<file path="src/rtl/counter_4bits_ctrl.sv">
// Four-bit up/down/load counter driven by three debounced push buttons,
// with an optional auto-increment tick and a one-cycle wrap pulse.

module key_press #(
   parameter int DEBOUNCE_CYCLES = 500000
) (
   input  logic clk,
   input  logic rst_n,
   input  logic key_n,
   output logic press
);
   localparam int DW = $clog2(DEBOUNCE_CYCLES);
   localparam logic [DW-1:0] CNT_LAST = DW'(DEBOUNCE_CYCLES - 1);

   logic          sync_1;
   logic          sync_2;
   logic          level;
   logic [DW-1:0] cnt;

   // Level and synchronizers rest at 1 (released) so reset never yields a press.
   always_ff @(posedge clk or negedge rst_n) begin
      if (!rst_n) begin
         sync_1 <= 1'b1;
         sync_2 <= 1'b1;
         level  <= 1'b1;
         cnt    <= '0;
         press  <= 1'b0;
      end else begin
         sync_1 <= key_n;
         sync_2 <= sync_1;
         press  <= 1'b0;
         if (sync_2 == level) begin
            cnt <= '0;
         end else if (cnt == CNT_LAST) begin
            level <= sync_2;
            cnt   <= '0;
            press <= ~sync_2;
         end else begin
            cnt <= cnt + DW'(1);
         end
      end
   end
endmodule

module counter_4bits_ctrl #(
   parameter int DEBOUNCE_CYCLES = 500000,
   parameter int TICK_CYCLES     = 50000000
) (
   input  logic       Clk,
   input  logic       Rst_n,
   input  logic       KeyUp_n,
   input  logic       KeyDown_n,
   input  logic       KeyLoad_n,
   input  logic [3:0] Sw,
   input  logic       AutoEn,
   output logic [3:0] Count,
   output logic       Wrap
);
   localparam int TW = $clog2(TICK_CYCLES);
   localparam logic [TW-1:0] PRESC_LAST = TW'(TICK_CYCLES - 1);

   logic          up_ev;
   logic          down_ev;
   logic          load_ev;
   logic          tick;
   logic [TW-1:0] presc;

   key_press #(.DEBOUNCE_CYCLES(DEBOUNCE_CYCLES)) u_up (
      .clk(Clk), .rst_n(Rst_n), .key_n(KeyUp_n), .press(up_ev)
   );
   key_press #(.DEBOUNCE_CYCLES(DEBOUNCE_CYCLES)) u_down (
      .clk(Clk), .rst_n(Rst_n), .key_n(KeyDown_n), .press(down_ev)
   );
   key_press #(.DEBOUNCE_CYCLES(DEBOUNCE_CYCLES)) u_load (
      .clk(Clk), .rst_n(Rst_n), .key_n(KeyLoad_n), .press(load_ev)
   );

   // Prescaler parks at 0 while disabled, so the first tick is a full period away.
   always_ff @(posedge Clk or negedge Rst_n) begin
      if (!Rst_n) begin
         presc <= '0;
         tick  <= 1'b0;
      end else if (!AutoEn) begin
         presc <= '0;
         tick  <= 1'b0;
      end else if (presc == PRESC_LAST) begin
         presc <= '0;
         tick  <= 1'b1;
      end else begin
         presc <= presc + TW'(1);
         tick  <= 1'b0;
      end
   end

   // Load beats keys, keys beat the tick; a tick lost to a key is not replayed.
   always_ff @(posedge Clk or negedge Rst_n) begin
      if (!Rst_n) begin
         Count <= 4'd0;
         Wrap  <= 1'b0;
      end else begin
         Wrap <= 1'b0;
         if (load_ev) begin
            Count <= Sw;
         end else if (up_ev && down_ev) begin
            Count <= Count;
         end else if (up_ev || (tick && !down_ev)) begin
            Count <= Count + 4'd1;
            Wrap  <= (Count == 4'd15);
         end else if (down_ev) begin
            Count <= Count - 4'd1;
            Wrap  <= (Count == 4'd0);
         end
      end
   end
endmodule

</file>
<file path="config.mk">
export PLATFORM = sky130hd
export DESIGN_NAME = counter_4bits_ctrl
export DESIGN_NICKNAME = d
export VERILOG_FILES = /design/src/rtl/counter_4bits_ctrl.sv
export SDC_FILE = /design/constraint.sdc
export NUM_CORES = 1
export LEC_CHECK = 0
export CORE_ASPECT_RATIO = 1.25
export CORE_MARGIN = 2
export CORE_UTILIZATION = 40
export CTS_CLUSTER_SIZE = 12
export DETAILED_ROUTE_END_ITERATION = 8
export GPL_ROUTABILITY_DRIVEN = 0
export GPL_TIMING_DRIVEN = 1
export PLACE_DENSITY = 0.61
export SYNTH_ARGS = -nofsm -noshare
export SYNTH_HDL_FRONTEND = slang
export SYNTH_HIERARCHICAL = 1
export SYNTH_SLANG_ARGS = --single-unit
</file>
<file path="constraint.sdc">
create_clock -name Clk -period 1.75 [get_ports Clk]
set_input_delay 0.2625 -clock Clk [delete_from_list [all_inputs] [get_ports Clk]]
set_output_delay 0.2625 -clock Clk [all_outputs]
set_load 0.02 [all_outputs]
</file>
==> summary.txt <==
Synthesis
  – Syn Inst Count: 518
  – Yosys warns: 6
  – Syn Nets: 533
  – Syn Area/Cell: around 9.9 um^2
  – #FFs+latches synth: 101
  – Synth unique cells: 44
  – Register area share after synthesis: 49.44%
  – Primary FF master, synth: dfrtp_1
  – Ys async rst share: 100.0%
  – Post-Synthesis Cell Area: 0.005135 mm^2
  – EDFF count, synth: 0

Finish
  – FILL cells: about 1100
  – Register area: 0.002554 mm^2
  – Area of the multi-input gates: 0.002715 mm^2
  – Most frequent cells in the layout: 94 x buf_4, 80 x dfrtp_1, 59 x nor2_1
  – Share of cells above drive strength 1: 32.81%
  – Most common cell after layout, fill and taps aside: buf_4
  – ANT cells: 0
  – Nets: 647
  – Layout area overhead: 34.23%
  – Finished Layout Cells: 805

Timing
  – Fin worst setup slack: -0.02593 ns
  – Worst slew pin tran: 0.5506 ns
  – Max Clk Rate: 563.1 MHz
  – Final Cycle Share: 101.5%
  – Pins Over Slew Limit: 0
  – Skew final: 0.006366 ns
  – Unrepaired setup endpoints after global routing: yes
  – Tmin final: 1.776 ns
  – Slew headroom: 63.29%
  – Final setup fails: 13
  – Hold Vio Cnt, Final: 0

Status
  – Failing checks: negative setup slack
  – Outcome: complete, but fails checks

Route
  – Drt pass-1 iters: 4
  – Remaining DRCs: 0
  – Routed wire length: 11740 um
  – Antenna viol nets, final: 0
  – Via-to-Cell Ratio: 5.329
  – 1st-iter DRT viols: 223
  – Routed WL per cell: ~15 um
  – Vias: 4290

Worst setup path
  – Crit. Startpoint: u_down/cnt[12]
  – Worst setup EP type: register
  – Critical path peak fanout: 8
  – Crit path cell chain: nor4b_2 -> nand2_1 -> o31ai_4 -> buf_4 -> clkbuf_16 -> a21oi_2
  – Startpoint types: register
  – Crit-path leading delay family: simple AND/OR/NAND/NOR gates
  – CP arrival: around 2 ns
  – CP peak stage delay: between 0.4 and 0.5 ns
  – Req. time, crit path: 1.97 ns
  – Slowest cell on crit path: dfrtp_1
  – Worst Reg-to-Reg Cells: 6
  – Crit Path Category: reg2reg
  – Crit path buffers/inverters: 2
  – Worst reg2reg endpoint: u_down/cnt[17]
  – Reg2reg start: u_down/cnt[12]
  – Reg2reg setup slack: -0.03 ns

Power
  – PwrDens: between 700 and 800 mW/mm^2
  – Max VDD drop: 538.7 uV
  – Leak Pwr: 2.744 nW

Hold path
  – Hold path startpoint: KeyUp_n
  – Hold worst-path end: u_up/sync_1
  – Worst Hold Class: in2reg
  – Worst Hold Depth: 1

Clocking
  – Htree depth: 3
  – Clock transition at path regs: 0.07 ns
  – Clock sinks: 101
  – Clk Latency, worst-skew pair: roughly 0.34 ns
  – CTS tree: done
  – Clock Path Buffers: 2
  – TritonCTS buffer count: 9
  – Cell at the root of the clock tree: clkbuf_16

Floorplan
  – Die footprint: between 0.01 and 0.015 mm^2
  – Die X: between 100 and 150 um
  – Core area: 0.01260 mm^2
  – Die H: 130.7 um
  – Rows: 46
  – Initial core utilization: 40.74%
  – I/O Pins: 15

Placement
  – Dpl cells: 765
  – Dpl ws: -0.04690 ns
  – Port Buf Inserts: 14
  – Final HPWL DP: a little over 8000 um

GRT
  – Total global routing overflow: 0
  – Tot GR Track Use: 17.32%
  – Largest net degree at the start of global routing: 36
  – First-pass GRT wire length: 19390 um
  – Vias in the first global route: 4232
  – Initial antenna violation count: 0

Flow run
  – Max cap viols: 0
layout make-up:
class / instances / share of cell area, %
Tap cell: 168 / 3.050
Clock inverter: 3 / 0.9439
Clock buffer: 13 / 4.066
Sequential cell: 101 / 37.05
Inverter: 12 / 0.6535
Multi-Input combinational cell: 390 / 39.39
Timing Repair Buffer: 118 / 14.85
layer usage:
metal	GRT usage, %	vias to the layer above	routed length, um
met5	0	-	0
met4	6.118	0	214
met3	2.976	19	270
met2	29.83	67	5948
met1	22.12	2111	5301
li1	-	2093	-
report_power, final:
group	total [mW]	internal, mW	switching, mW
sequential	2.39	2.37	0.0249
clock	2.23	1.41	0.826
combinational	0.273	0.127	0.146
worst register-to-register path: stages (launching register included):
cell	delay, ns
dfrtp_1	0.47
nor4b_2	0.37
nand2_1	0.14
o31ai_4	0.31
buf_4	0.16
clkbuf_16	0.17
a21oi_2	0.04
timing repair:
item                                   4_1_cts  5_1_grt
endpoints found under the hold margin       32        0
hold buffers                                 1        0
setup endpoints to repair                    7       83
pin swaps                                    1       26
setup buffers                                0       19
resized for setup                            4       72
gates cloned                                 0        4
logic make-up after synthesis:
| family | share of synthesized area [%] |
|---|---|
| AO/OA/AOI/OAI | 7.554 |
| XOR/XNOR | 10.58 |
| adder cells (fa/ha/maj) | 1.218 |
| buffers and inverters | 2.412 |
| flip-flops | 49.44 |
| multiplexers | 0.8528 |
| AND/OR/NAND/NOR | 27.95 |
Yosys cell counts (all sizes together) (8+ instances only):
| cell | instances | share of area (%) |
|---|---|---|
| or3 | 9 | 1.1 |
| a21oi | 21 | 2.3 |
| xnor2 | 43 | 7.3 |
| nor4 | 10 | 1.2 |
| nor2 | 71 | 5.2 |
| nor3 | 23 | 2.2 |
| or4 | 12 | 2.0 |
| nand3 | 30 | 2.9 |
| xor2 | 19 | 3.2 |
| nand4 | 37 | 4.9 |
| o21ai | 13 | 1.3 |
| nand2 | 35 | 2.6 |
| and3 | 10 | 1.2 |
| dfstp | 9 | 4.6 |
| dfrtp | 92 | 45 |
| o31ai | 9 | 2.1 |
| buf | 8 | 0.95 |
| inv | 12 | 0.88 |
worst max path at each step:
stage / endpoint / slack (ns) / depth (start not counted)
floorplan: presc[24] / -0.03 / 4
global placement: Count[2] / -0.003 / 7
detailed placement: Count[2] / -0.05 / 7
CTS: Count[2] / -0.004 / 7
global route: u_down/cnt[17] / -0.10 / 7
finish: u_down/cnt[17] / -0.03 / 6
through the flow:
| step | setup TNS, ns | hold WS [ns] | utilization [%] | area, um^2 | total power, mW |
|---|---|---|---|---|---|
| after floorplan | -0.5131 | -0.03309 | - | 5142 | 2.518 |
| after global placement | -0.003313 | 0.2821 | 48.07 | 6060 | 2.655 |
| after detailed placement | -0.05155 | 0.2896 | 48.07 | 6060 | 2.659 |
| after CTS | -0.003828 | 0.3168 | 51.02 | 6431 | 4.926 |
| after global routing | -2.089 | 0.3216 | 54.69 | 6893 | 5.097 |
| final | -0.1849 | 0.3295 | 54.69 | 6893 | 4.901 |
state kept, by name, indices dropped and copies added (netlist names), 4 cells and up:
| name | cells |
|---|---|
| u_up/cnt | 19 |
| Count | 4 |
| u_down/cnt | 19 |
| u_load/cnt | 19 |
| presc | 26 |
(Power assumes the default switching activity.)
